File: config.mk
export PLATFORM = sky130hd
export DESIGN_NAME = tt_um_count_sequencer
export DESIGN_NICKNAME = d
export VERILOG_FILES = /design/src/rtl/tt_count_seq_pkg.sv /design/src/rtl/tt_um_count_sequencer_edge_sync.sv /design/src/rtl/tt_um_count_sequencer.sv
export SDC_FILE = /design/constraint.sdc
export NUM_CORES = 1
export LEC_CHECK = 0
export CAP_MARGIN = 20
export CORE_ASPECT_RATIO = 0.5
export CORE_MARGIN = 3
export CORE_UTILIZATION = 45
export DETAILED_ROUTE_END_ITERATION = 8
export GPL_ROUTABILITY_DRIVEN = 1
export PLACE_DENSITY = 0.74
export SYNTH_ARGS = -nofsm -noshare
export SYNTH_HDL_FRONTEND = slang
export SYNTH_SLANG_ARGS = --single-unit
File: constraint.sdc
create_clock -name clk -period 5 [get_ports clk]
set_input_delay 0.5 -clock clk [delete_from_list [all_inputs] [get_ports clk]]
set_output_delay 0.5 -clock clk [all_outputs]
set_load 0.02 [all_outputs]
File: src/rtl/tt_count_seq_pkg.sv
// Shared definitions for the count sequencer: FSM states, ui_in/uio_out bit
// positions and the default prescaler size.
package tt_count_seq_pkg;

  typedef enum logic [1:0] {
    ST_IDLE  = 2'd0,
    ST_RUN   = 2'd1,
    ST_PAUSE = 2'd2,
    ST_DONE  = 2'd3
  } state_e;

  localparam int PRE_DIV_LOG2_DEF = 4;

  localparam int UI_START    = 0;
  localparam int UI_STOP     = 1;
  localparam int UI_CLEAR    = 2;
  localparam int UI_AUTO     = 3;
  localparam int UI_DIR      = 4;
  localparam int UI_LD_LO    = 5;
  localparam int UI_LD_HI    = 6;
  localparam int UI_PRESCALE = 7;

  localparam int UIO_BUSY   = 7;
  localparam int UIO_PAUSED = 6;
  localparam int UIO_DONE   = 5;
  localparam int UIO_WRAP   = 4;

  localparam logic [7:0] UIO_OE_VAL = 8'hF0;
  localparam logic [7:0] TC_RESET   = 8'hFF;

endpackage

File: src/rtl/tt_um_count_sequencer_edge_sync.sv
// Two-flop synchronizer plus rising-edge detector for one command input.
// All flops reset high so a line held high across reset never fires.
module edge_sync (
  input  logic clk,
  input  logic rst_n,
  input  logic ena,
  input  logic d,
  output logic rise
);
  logic s1_q, s1_d, s2_q, s2_d, hist_q, hist_d;

  always_comb begin
    s1_d   = s1_q;
    s2_d   = s2_q;
    hist_d = hist_q;
    if (ena) begin
      s1_d   = d;
      s2_d   = s1_q;
      hist_d = s2_q;
    end
  end

  always_ff @(posedge clk) begin
    if (!rst_n) begin
      s1_q   <= 1'b1;
      s2_q   <= 1'b1;
      hist_q <= 1'b1;
    end else begin
      s1_q   <= s1_d;
      s2_q   <= s2_d;
      hist_q <= hist_d;
    end
  end

  assign rise = s2_q & ~hist_q;
endmodule

File: src/rtl/tt_um_count_sequencer.sv
// Programmable up/down count sequencer: start/stop/clear commands, optional
// prescaled tick, terminal count with auto-reload or one-shot DONE.
module tt_um_count_sequencer
  import tt_count_seq_pkg::*;
#(
  parameter int PRE_DIV_LOG2 = PRE_DIV_LOG2_DEF
) (
  input  logic       clk,
  input  logic       rst_n,
  input  logic       ena,
  input  logic [7:0] ui_in,
  input  logic [7:0] uio_in,
  output logic [7:0] uo_out,
  output logic [7:0] uio_out,
  output logic [7:0] uio_oe
);
  localparam logic [PRE_DIV_LOG2-1:0] PRE_ONE = PRE_DIV_LOG2'(1);

  logic [7:0] rise;

  for (genvar g = 0; g < 8; g++) begin : g_cmd
    if (g == UI_START || g == UI_STOP || g == UI_CLEAR || g == UI_LD_LO || g == UI_LD_HI) begin : g_edge
      edge_sync u_sync (.clk(clk), .rst_n(rst_n), .ena(ena), .d(ui_in[g]), .rise(rise[g]));
    end else begin : g_level
      assign rise[g] = 1'b0;
    end
  end

  // Level inputs: [0] auto_reload, [1] dir, [2] prescale_en
  logic [2:0] lvl1_q, lvl1_d, lvl2_q, lvl2_d;
  logic       lvl_auto, lvl_dir, lvl_pre;
  assign lvl_auto = lvl2_q[0];
  assign lvl_dir  = lvl2_q[1];
  assign lvl_pre  = lvl2_q[2];

  state_e                  state_q, state_d;
  logic [7:0]              count_q, count_d, tc_q, tc_d;
  logic [PRE_DIV_LOG2-1:0] pre_q, pre_d;
  logic                    dir_q, dir_d, wrap_q, wrap_d;
  logic                    tick, terminal;

  always_comb begin
    state_d  = state_q;
    count_d  = count_q;
    tc_d     = tc_q;
    pre_d    = pre_q;
    dir_d    = dir_q;
    wrap_d   = wrap_q;
    lvl1_d   = lvl1_q;
    lvl2_d   = lvl2_q;
    tick     = 1'b0;
    terminal = 1'b0;
    if (ena) begin
      lvl1_d = {ui_in[UI_PRESCALE], ui_in[UI_DIR], ui_in[UI_AUTO]};
      lvl2_d = lvl1_q;
      wrap_d = 1'b0;
      if (rise[UI_LD_LO]) tc_d[3:0] = uio_in[3:0];
      if (rise[UI_LD_HI]) tc_d[7:4] = uio_in[3:0];
      if (rise[UI_CLEAR]) begin
        state_d = ST_IDLE;
        count_d = 8'h00;
        pre_d   = '0;
      end else if (rise[UI_STOP]) begin
        if (state_q == ST_RUN) state_d = ST_PAUSE;
      end else if (rise[UI_START] && state_q != ST_RUN) begin
        state_d = ST_RUN;
        if (state_q != ST_PAUSE) begin
          dir_d   = lvl_dir;
          count_d = lvl_dir ? tc_q : 8'h00;
          pre_d   = '0;
        end
      end else if (state_q == ST_RUN) begin
        if (lvl_pre) begin
          pre_d = pre_q + PRE_ONE;
          tick  = &pre_q;
        end else begin
          tick = 1'b1;
        end
        if (tick) begin
          // Up mode also stops at 8'hFF so a TC lowered below count never wraps
          terminal = dir_q ? (count_q == 8'h00) : (count_q == tc_q || count_q == 8'hFF);
          if (!terminal) begin
            count_d = dir_q ? count_q - 8'd1 : count_q + 8'd1;
          end else if (lvl_auto) begin
            count_d = dir_q ? tc_q : 8'h00;
            wrap_d  = 1'b1;
          end else begin
            state_d = ST_DONE;
          end
        end
      end
    end
  end

  always_ff @(posedge clk) begin
    if (!rst_n) begin
      state_q <= ST_IDLE;
      count_q <= 8'h00;
      tc_q    <= TC_RESET;
      pre_q   <= '0;
      dir_q   <= 1'b0;
      wrap_q  <= 1'b0;
      lvl1_q  <= 3'b000;
      lvl2_q  <= 3'b000;
    end else begin
      state_q <= state_d;
      count_q <= count_d;
      tc_q    <= tc_d;
      pre_q   <= pre_d;
      dir_q   <= dir_d;
      wrap_q  <= wrap_d;
      lvl1_q  <= lvl1_d;
      lvl2_q  <= lvl2_d;
    end
  end

  always_comb begin
    uio_out             = 8'h00;
    uio_out[UIO_BUSY]   = (state_q == ST_RUN);
    uio_out[UIO_PAUSED] = (state_q == ST_PAUSE);
    uio_out[UIO_DONE]   = (state_q == ST_DONE);
    uio_out[UIO_WRAP]   = wrap_q;
  end

  assign uo_out = count_q;
  assign uio_oe = UIO_OE_VAL;

  logic unused_bits;
  assign unused_bits = &{1'b0, uio_in[7:4], rise[UI_AUTO], rise[UI_DIR], rise[UI_PRESCALE]};
endmodule

Word-level counts from Yosys, hierarchy flattened
Index checks and enable logic that the tools add are counted.

Bits in read-only memories: 0. Bits in latches: 0. RAM bits: 0. Output and inout bits: 24. Memories kept: 0. Input bits: 19. Word-level logic and storage cells: 105. Bits in registers: 45.

Mux-type cells: 39. $mul: 0. Add/sub/neg operators: 3. Div/mod/pow operators: 0. Equality and inequality tests: 12. Shifts and indexed selects: 0. Reductions and logical operators: 15. Bitwise gates (word level): 12. Order comparisons: 0.

Operators with widths (count): $mux W8 (11); $mux W4 (6); $mux W2 (8); $mux W1 (14); $reduce_and A6 Y1 (2); $reduce_and A5 Y1 (2); $reduce_bool A3 Y1 (3); $add A8 B1 Y8 const B (1); $eq A8 B8 Y1 (1); $eq A8 B8 Y1 const B (1); $logic_not A8 Y1 (1); $reduce_bool A4 Y1 (2); $sub A8 B1 Y8 const B (1); $not A1 Y1 (7); $and A1 B1 Y1 (5); $add A4 B1 Y4 const B (1); $eq A2 B2 Y1 const B (2); $ne A2 B1 Y1 const B (2); $ne A4 B1 Y1 const B (1); $ne A4 B3 Y1 const B (1); $reduce_and A2 Y1 (2); $reduce_and A4 Y1 (1); $ne A3 B1 Y1 const B (1); $ne A3 B2 Y1 const B (1); 4 further kinds (4).

Depth between registers and ports, before layout
Gate-level depths: netlist (run 1).

Word-level depth: 12. Depth in mapped cells: 8. Depth with buffers taken out: 7.

Hierarchy
Synthesis (run 1) repeated with hierarchy kept, for this count alone.

Cell total of the unflattened synthesis: 285. Area, all modules: 2491.1 sq um.

By module, submodules not included: tt_um_count_sequencer (seq. area each 600.6 sq um, area each 1953.1 sq um, cells an instance 235, instances 1); edge_sync (seq. area each 60.1 sq um, area each 107.6 sq um, cells an instance 10, instances 5).

Least setup slack after synthesis (run 1)
OpenSTA, ideal clock, no wires.

Path kind: register to register. Start point: register count_q[4] (netlist: uo_out[4]). End point: register count_q[7] (netlist: uo_out[7]). Period minus slack after synthesis: 2.098 ns. Stages on the path, launching flop included: 8. Buffers on the path: 0. Arrival time: 2.010 ns. Data required time: 4.912 ns. Library setup time: 0.088 ns. Slack: 2.902 ns. Cells stage by stage: dfxtp_1 -> ha_1 -> o21ai_0 -> nand2b_1 -> a21oi_1 -> or4b_1 -> o221a_1 -> o32ai_2.

Word-level cells in the longest chain between the ends: 9. Elaborated cells on any way between the ends: 16. Classes of those cells: add/sub: 2; eq/ne: 3; mux: 8; reduce/logical: 3.

RTL lines: start: declaration (RTL line tt_um_count_sequencer.sv:37) `logic [7:0] count_q, count_d, tc_q, tc_d;`; start signal: assignment (RTL line tt_um_count_sequencer.sv:107) `count_q <= count_d;`; parallel branches: the longest is 9 deep, another holds $add A8 B1 Y8.

Parallel ways; which one is timed is not known. The select of a mux whose other input is x is not followed. A chain may end at the register's enable or synchronous reset.

Worst setup path after layout (run 1)
Start point: register dir_q. End point: register count_q[7] (netlist: uo_out[7]).

Word-level cells in the longest chain between the ends: 8. Elaborated cells on any way between the ends: 12. Classes of those cells: eq/ne: 1; mux: 10; reduce/logical: 1.

RTL lines: start: declaration (RTL line tt_um_count_sequencer.sv:39) `logic dir_q, dir_d, wrap_q, wrap_d;`; start signal: assignment (RTL line tt_um_count_sequencer.sv:110) `dir_q <= dir_d;`; $mux W8 (RTL line tt_um_count_sequencer.sv:85) `count_d = dir_q ? tc_q : 8'h00;`; $mux W8 (RTL line tt_um_count_sequencer.sv:84) `end else if (lvl_auto) begin`; $mux W8 (RTL line tt_um_count_sequencer.sv:82) `if (!terminal) begin`; $mux W8 (RTL line tt_um_count_sequencer.sv:79) `if (tick) begin`; $mux W8 (RTL line tt_um_count_sequencer.sv:72) `end else if (state_q == ST_RUN) begin`; $mux W8 (RTL line tt_um_count_sequencer.sv:65) `end else if (rise[UI_START] && state_q != ST_RUN) begin`; $mux W8 (RTL line tt_um_count_sequencer.sv:63) `end else if (rise[UI_STOP]) begin`; $mux W8 (RTL line tt_um_count_sequencer.sv:59) `if (rise[UI_CLEAR]) begin`.

Parallel ways exist; a longest one is shown, timed or not. The select of a mux whose other input is x is not followed.

==> impl_metrics.py, run 1 <==
metrics = {
    "run_status": {
        "status": "complete, no violations",
    },
    "floorplanning": {
        "core-area_um2": 5157,
        "core.rowCount": 18,
        "pin_count": 43,
        "die_w_um": 111.9,
        "die_area_um2": 6600,
        "die_h_um": 58.97,
        "start_util_pct": 48.96,
    },
    "synth": {
        "syn_area_um2": 2525,
        "synth_cell_types": 50,
        "yosysWarnings": 0,
        "synthArstFlopShare_pct": 0,
        "synth_edf_count": 0,
        "synth_flop_cell": "dfxtp_1",
        "synthCells": 301,
        "syn-mean-instance-area_um2": 8.388,
        "synth-seq-area-share_pct": 35.68,
        "ys_ff_latch": 45,
    },
    "detailed_routing": {
        "drc_errors": 0,
        "via_per_inst": 5.529,
        "firstDrtPassIters": 4,
        "dr.first_iter.drc_count": 85,
        "finalWirelength_um": 5397,
        "via_count": 2184,
        "ant_nets": 0,
        "wl_per_cell_um": 13.66,
    },
    "global_routing": {
        "grt_pass1_wl_um": 9170,
        "antenna_found_initial": 0,
        "track_usage_pct": 16.77,
        "grt_overflow": 0,
        "grt_max_degree": 32,
        "grt_pass1_vias": 2021,
    },
    "timing": {
        "fin_hold_ws_ps": 466.7,
        "timing.final.max_slew_violations": 0,
        "clock.fmax_ghz": 0.4080,
        "tightest_slew_ps": 793.1,
        "finalSetupViolations": 0,
        "rsz0062_at_grt": "no",
        "maxSlewHeadroom_pct": 46.57,
        "tns_ps": 0,
        "fin_crit_ps": 2451,
        "skew_ps": 8.353,
        "timing.final.crit_share_pct": 49.02,
        "finalHoldViolations": 0,
    },
    "clock_network": {
        "cts_setup_buffers": 0,
        "h-tree-depth": 2,
        "clockBufferDepth": 2,
        "cts_resized": 0,
        "cts_tree": "yes",
        "insertion_delay_ps": 300,
        "cts_root_buffer": "clkbuf_8",
        "holdBufCountCts": 0,
        "clock-sinks": 45,
        "clk_pin_slew_ps": 90,
        "numCtsBuffers": 5,
    },
    "layout": {
        "drive_gt1_share_pct": 4.308,
        "num_antenna_cells": 0,
        "syn_to_final_growth_pct": 14.02,
        "nNetsFinal": 351,
    },
    "pwr": {
        "swShare_pct": 25.62,
        "leakagePower_nw": 1.115,
        "power.share.sequential_pct": 56.7,
        "powerDensity_nw_per_um2": 233.3,
        "ir_worst_vdd_mv": 0.1183,
        "p_int_uw": 499.6,
        "power_switching_uw": 172.1,
        "p_clk_share_pct": 32.7,
        "combPwrFrac_pct": 10.7,
    },
    "worst_setup_path": {
        "worstPathRequired_ps": 5210,
        "critPathKind": "reg -> reg",
        "end_kind": "register",
        "worstSetupStartpointType": "register",
        "arrival_ps": 2670,
        "cp_max_fo": 14,
    },
    "placement": {
        "place.gp.congestion": 0.8624,
        "port_buffers": 26,
        "dp_hpwl_um": 4017,
    },
    "min_path": {
        "hold_path.class": "reg -> reg",
    },
    "run": {
        "maxCapViolations": 0,
    },
}
## stage by stage
stage	cells	util [%]	setup WS, ps	cell area (um2)	power (mW)
floorplan	311	-	2902	2562	0.4430
global placement	387	54.20	2537	2795	0.4586
detailed placement	387	54.20	2507	2795	0.4603
CTS	395	55.82	2541	2879	0.6801
global route	395	55.82	2369	2879	0.7032
finish	395	55.82	2549	2879	0.6717
## power by group through the flow
| stage | Clock [mW] | Combinational [mW] | Sequential [mW] |
|---|---|---|---|
| CTS | 0.228 | 0.0718 | 0.381 |
| detailed placement | 0 | 0.0713 | 0.389 |
| finish | 0.220 | 0.0717 | 0.381 |
| floorplan | 0 | 0.0568 | 0.386 |
| global route | 0.241 | 0.0794 | 0.383 |
| global placement | 0 | 0.0701 | 0.389 |
## critical path: stages, from the launching register on
cell	delay (ps)
dfxtp_1	680
ha_1	340
o21ai_0	150
nand2b_1	120
a21oi_1	70
or4b_1	520
o221a_1	290
o32ai_2	200
## placed cells by master (no fill, tap or decap), types with 9 or more instances in the layout
master           instances
conb_1                  12
dfxtp_1                 45
mux2i_1                 23
clkdlybuf4s50_1         26
xor2_1                   9
o21ai_0                 21
a21oi_1                 17
nand3_1                 19
nor2_1                  23
nand2_1                 36
## cell type report
type / count / area [um2]
clock inverters: 1 / 7.507
fillers: 469 / 2278
flip-flops and latches: 45 / 900.9
multi-input cells: 237 / 1501
well taps: 70 / 87.58
repair buffers: 29 / 282.8
clock buffers: 7 / 76.32
inverters: 6 / 22.52
## cells by family after synthesis
family | synth area share [%]
simple gates | 23.29
compound gates | 16.80
flops | 35.68
buf+inv | 6.343
mux | 9.118
xor+xnor | 3.816
fa+ha+maj | 4.658
other cells | 0.2974
## sequential cells by signal, indices dropped and copies added, names as in the netlist
register                    flops
tc_q                            8
uo_out                          8
g_cmd.g_edge.u_sync.hist_q      5
g_cmd.g_edge.u_sync.s1_q        5
g_cmd.g_edge.u_sync.s2_q        5
pre_q                           4
lvl1_q                          3
lvl2_q                          3
state_q                         2
dir_q                           1
wrap_q                          1
## synth_stat cells (5+ instances only)
cell type,instances,area (um2)
nor2b_1,6,37.54
ha_1,7,87.58
dfxtp_1,45,900.9
o21ai_0,21,105.1
buf_4,13,97.59
nand2b_1,8,50.05
nand2_1,36,135.1
nand3_1,19,95.09
nor2_1,23,86.33
mux2i_1,23,230.2
xor2_1,9,78.83
clkbuf_1,5,18.77
a21oi_1,17,85.08
inv_1,6,22.52
## per-layer routing
layer	part of all wire, %	routed length (um)	vias to the layer above	global-route usage, %
met5	0	0	-	0
met4	1.4	74	0	5.137
met3	5.6	302	9	4.004
met2	45	2405	62	28.19
met1	48	2614	1013	21.85
li1	-	-	1100	-
## worst paths after layout
kind	startpoint	endpoint	slack, ps	cells after the start
setup / recovery	dir_q	uo_out[7]	2550	7
hold / removal	wrap_q	wrap_q	470	2
setup reg to reg	dir_q	uo_out[7]	2550	7
hold reg to reg	wrap_q	wrap_q	470	2
Power figures use the tool's default switching activity.
==> inputs of run 2 (changes only) <==
==> constraint.sdc (replaced) <==
create_clock -name clk -period 2.5 [get_ports clk]
set_input_delay 0.25 -clock clk [delete_from_list [all_inputs] [get_ports clk]]
set_output_delay 0.25 -clock clk [all_outputs]
set_load 0.02 [all_outputs]
==> impl_metrics.py, run 2 (synthesis results as in run 1) <==
metrics = {
    "timing": {
        "clock.fmax_ghz": 0.4384,
        "finalHoldViolations": 0,
        "maxSlewHeadroom_pct": 62.25,
        "timing.final.max_slew_violations": 0,
        "fin_crit_ps": 2281,
        "finalSetupViolations": 0,
        "rsz0062_at_grt": "no",
        "skew_ps": 8.666,
        "timing.final.crit_share_pct": 91.24,
        "tns_ps": 0,
        "tightest_slew_ps": 560.3,
    },
    "layout": {
        "stdcell_count": 398,
        "layout_common_cells": "dfxtp_1 (45), nand2_1 (36), clkdlybuf4s50_1 (26)",
        "nNetsFinal": 354,
        "stdcell_area_um2": 2923,
        "layout_commonest_cell": "dfxtp_1",
        "drive_gt1_share_pct": 5.793,
        "num_antenna_cells": 0,
        "syn_to_final_growth_pct": 15.76,
    },
    "global_routing": {
        "grt_max_degree": 26,
        "antenna_found_initial": 0,
        "met2_usage_pct": 29.39,
        "grt_overflow": 0,
        "grt_util_met1_pct": 23.62,
        "top_usage_layer": "met2",
        "grt_pass1_wl_um": 9742,
        "track_usage_pct": 17.94,
        "grt_util_met3_pct": 4.415,
        "grt_pass1_vias": 2108,
    },
    "run_status": {
        "status": "complete, no violations",
    },
    "worst_setup_path": {
        "worst_r2r_endpoint": "uo_out[7]",
        "cp_max_fo": 9,
        "end_kind": "register",
        "worstSetupStartpointType": "register",
        "rrSetupSlack_ps": 220,
        "worstPathRequired_ps": 2710,
        "arrival_ps": 2490,
        "critPathKind": "reg -> reg",
        "rr_worst_depth": 7,
        "r2r_start": "dir_q",
    },
    "min_path": {
        "worstHoldEndpoint": "wrap_q",
        "hp-start": "wrap_q",
        "min_path_cells": 2,
        "hold_path.class": "reg -> reg",
    },
    "floorplanning": {
        "die_area_um2": 6600,
        "start_util_pct": 48.96,
        "core-area_um2": 5157,
        "pin_count": 43,
        "die_h_um": 58.97,
        "core.rowCount": 18,
        "die_w_um": 111.9,
    },
    "clock_network": {
        "cts_tree": "yes",
        "clk_pin_slew_ps": 90,
        "clock-sinks": 45,
        "numCtsBuffers": 5,
        "insertion_delay_ps": 300,
        "holdBufCountCts": 0,
        "cts_resized": 0,
        "clockBufferDepth": 2,
        "cts_root_buffer": "clkbuf_8",
        "h-tree-depth": 2,
        "cts_setup_buffers": 0,
    },
    "detailed_routing": {
        "finalWirelength_um": 5645,
        "via_per_inst": 5.613,
        "via_count": 2234,
        "dr.first_iter.drc_count": 126,
        "ant_nets": 0,
        "drc_errors": 0,
        "wl_per_cell_um": 14.18,
        "firstDrtPassIters": 4,
    },
    "pwr": {
        "powerDensity_nw_per_um2": 482.5,
        "ir_worst_vdd_mv": 0.2530,
        "leakagePower_nw": 1.147,
    },
    "placement": {
        "place.gp.congestion": 0.8636,
        "dp_hpwl_um": 4253,
        "port_buffers": 26,
        "post_dp_cell_area_um2": 2818,
        "dp_cells": 390,
    },
    "run": {
        "maxCapViolations": 0,
    },
}
run 2: cell count changes in the layout (fill, tap and decap cells not counted):
cell / before / now
inv_6: 0 / 1
clkinvlp_4: 1 / 0
buf_4: 3 / 6
clkbuf_1: 2 / 0
clkbuf_8: 5 / 7
run 2: layout make-up:
type	count	area (um2)
Multi-Input combinational cell	237	1501
Sequential cell	45	900.9
Fill cell	475	2235
Timing Repair Buffer	32	305.3
Clock inverter	1	8.758
Clock buffer	7	96.34
Tap cell	70	87.58
Inverter	6	22.52
run 2: worst max-delay path, cell delays in order, from the launching register on:
cell     delay, ps
dfxtp_1        540
ha_1           360
a21oi_1        260
o22ai_1        120
o41ai_1        340
xor2_1         120
o221a_1        260
o32ai_2        190
run 2: worst max-delay path by stage:
| stage | from | end |
|---|---|---|
| floorplan | uo_out[4] | uo_out[7] |
| global placement | dir_q | uo_out[7] |
| detailed placement | dir_q | uo_out[7] |
| CTS | dir_q | uo_out[7] |
| global route | dir_q | uo_out[7] |
| finish | dir_q | uo_out[7] |
run 2: stage by stage:
step                util (%)  hold slack [ps]  setup slack (ps)  total power, mW
finish                 56.67            467.0             219.0            1.410
global route           56.67            503.2             47.82            1.468
CTS                    56.67            470.0             231.4            1.427
detailed placement     54.63            455.8             264.5           0.9239
global placement       54.63            452.9             348.3           0.9178
floorplan                  -            374.0             401.8           0.8860
run 2: layer usage:
layer | vias up | routed length [um]
met5 | - | 0
met4 | 0 | 68
met3 | 9 | 363
met2 | 68 | 2533
met1 | 1052 | 2680
li1 | 1105 | -
run 2: where the power goes:
group	total [mW]	internal [mW]	switching (mW)
combinational	0.146	0.0631	0.0834
clock	0.502	0.255	0.247
sequential	0.762	0.739	0.0226
==> inputs of run 3 (changes only) <==
--- a/config.mk
+++ b/config.mk
@@ -11,7 +11,9 @@
 export CORE_UTILIZATION = 45
 export DETAILED_ROUTE_END_ITERATION = 8
 export GPL_ROUTABILITY_DRIVEN = 1
+export HOLD_SLACK_MARGIN = 0.06
 export PLACE_DENSITY = 0.74
+export RECOVER_POWER = 100
 export SYNTH_ARGS = -nofsm -noshare
 export SYNTH_HDL_FRONTEND = slang
 export SYNTH_SLANG_ARGS = --single-unit
==> impl_metrics.py, run 3 (synthesis results as in run 1) <==
metrics = {
    "clock_network": {
        "cts_root_buffer": "clkbuf_8",
        "cts_setup_buffers": 0,
        "cts_tree": "yes",
        "clockBufferDepth": 2,
        "numCtsBuffers": 5,
        "insertion_delay_ps": 300,
        "holdBufCountCts": 0,
        "h-tree-depth": 2,
        "cts_resized": 0,
        "clk_pin_slew_ps": 90,
        "clock-sinks": 45,
    },
    "run_status": {
        "status": "complete, no violations",
    },
    "layout": {
        "syn_to_final_growth_pct": 15.31,
        "num_antenna_cells": 0,
        "stdcell_count": 398,
        "layout_commonest_cell": "dfxtp_1",
        "layout_common_cells": "dfxtp_1 (45), nand2_1 (36), nor2_1 (23), mux2i_1 (23), o21ai_0 (21)",
        "post-route-util_pct": 56.45,
        "nNetsFinal": 354,
        "drive_gt1_share_pct": 5.183,
    },
    "global_routing": {
        "grt_max_degree": 26,
        "grt_pass1_vias": 2108,
        "track_usage_pct": 17.94,
        "grt_overflow": 0,
        "antenna_found_initial": 0,
        "grt_pass1_wl_um": 9742,
    },
    "worst_setup_path": {
        "worst_r2r_endpoint": "uo_out[7]",
        "worstSetupEndpoint": "uo_out[7]",
        "worstSetupStartpointType": "register",
        "critPathKind": "reg -> reg",
        "crit_start": "dir_q",
        "worstPathCellList": "ha_1 > o21ai_0 > nand2b_1 > a21oi_1 > or4b_1 > o221a_1 > o32ai_1",
        "r2r_start": "dir_q",
        "rr_worst_depth": 7,
        "end_kind": "register",
        "cpMaxStageDelayCell": "dfxtp_1",
        "path_depth": 7,
        "arrival_ps": 2500,
        "rrSetupSlack_ps": 210,
        "worstPathRequired_ps": 2710,
        "cp_max_fo": 9,
        "cp_slowest_stage_delay_ps": 540,
        "path_buf_inv": 0,
        "cpLargestDelayFamily": "compound AO/OA/AOI/OAI gates",
    },
    "timing": {
        "finalHoldViolations": 0,
        "tns_ps": 0,
        "maxSlewHeadroom_pct": 61.21,
        "skew_ps": 7.532,
        "timing.final.max_slew_violations": 0,
        "fin_crit_ps": 2294,
        "rsz0062_at_grt": "no",
        "clock.fmax_ghz": 0.4359,
        "finalSetupViolations": 0,
        "timing.final.crit_share_pct": 91.77,
        "setup_ws_ps": 205.8,
        "tightest_slew_ps": 575.8,
    },
    "pwr": {
        "leakagePower_nw": 1.184,
        "ir_worst_vdd_mv": 0.2521,
        "powerDensity_nw_per_um2": 483.5,
    },
    "detailed_routing": {
        "via_per_inst": 5.658,
        "via_count": 2252,
        "finalWirelength_um": 5648,
        "dr.first_iter.drc_count": 135,
        "firstDrtPassIters": 5,
        "ant_nets": 0,
        "wl_per_cell_um": 14.19,
        "drc_errors": 0,
    },
    "placement": {
        "dp_cells": 390,
        "place.gp.congestion": 0.8636,
        "port_buffers": 26,
        "dpl_worst_slack_ps": 264.5,
        "dp_hpwl_um": 4253,
    },
    "floorplanning": {
        "core.rowCount": 18,
        "core-area_um2": 5157,
        "start_util_pct": 48.96,
        "die_area_um2": 6600,
        "die_w_um": 111.9,
        "die_h_um": 58.97,
        "pin_count": 43,
    },
    "min_path": {
        "hold_path.class": "reg -> reg",
        "hp-start": "wrap_q",
    },
    "run": {
        "maxCapViolations": 0,
    },
}
run 3: changes by cell type in the layout (fill, tap and decap cells not counted), sizes merged:
cell / before / now
clkdlybuf4s50: 26 / 13
dlygate4sd3: 0 / 13
buf: 6 / 5
clkbuf: 7 / 8
run 3: how the worst min path moves through the flow:
stage               cells after the start  slack [ps]                           to
floorplan                               2         370                      tc_q[3]
global placement                        2         450  g_cmd[6].g_edge.u_sync.s2_q
detailed placement                      2         460                       wrap_q
CTS                                     2         470                       wrap_q
global route                            2         500  g_cmd[6].g_edge.u_sync.s2_q
finish                                  2         460                       wrap_q
run 3: per-layer routing:
| layer | track usage [%] | part of all wire [%] | vias up |
|---|---|---|---|
| li1 | - | - | 1106 |
| met1 | 23.62 | 47 | 1048 |
| met2 | 29.39 | 45 | 90 |
| met3 | 4.415 | 7.1 | 8 |
| met4 | 6.164 | 0.83 | 0 |
| met5 | 0 | 0 | - |
run 3: area by class of cell:
type                    count  area [um2]
clock buffers               7       96.34
clock inverters             1       8.758
fillers                   479        2246
inverters                   6       22.52
multi-input cells         237        1494
flip-flops and latches     45       900.9
well taps                  70       87.58
repair buffers             32       301.5
run 3: stage by stage:
step	power, mW	hold slack (ps)	cell area, um2
floorplan	0.8860	374.0	2562
global placement	0.9178	452.9	2818
detailed placement	0.9239	455.8	2818
CTS	1.427	470.0	2923
global route	1.466	503.2	2912
finish	1.408	464.2	2912
run 3: report_power, final:
group	switching, mW	internal [mW]	total, mW
clock network	0.246	0.255	0.501
logic	0.0831	0.0617	0.145
registers	0.0227	0.739	0.762
run 3: worst reg2reg max path, delay by kind of cell (launching register included):
family,cells,cell delay [ps]
AO/OA/AOI/OAI,4,710
adder cells (fa/ha/maj),1,310
flip-flops,1,540
AND/OR/NAND/NOR,2,650
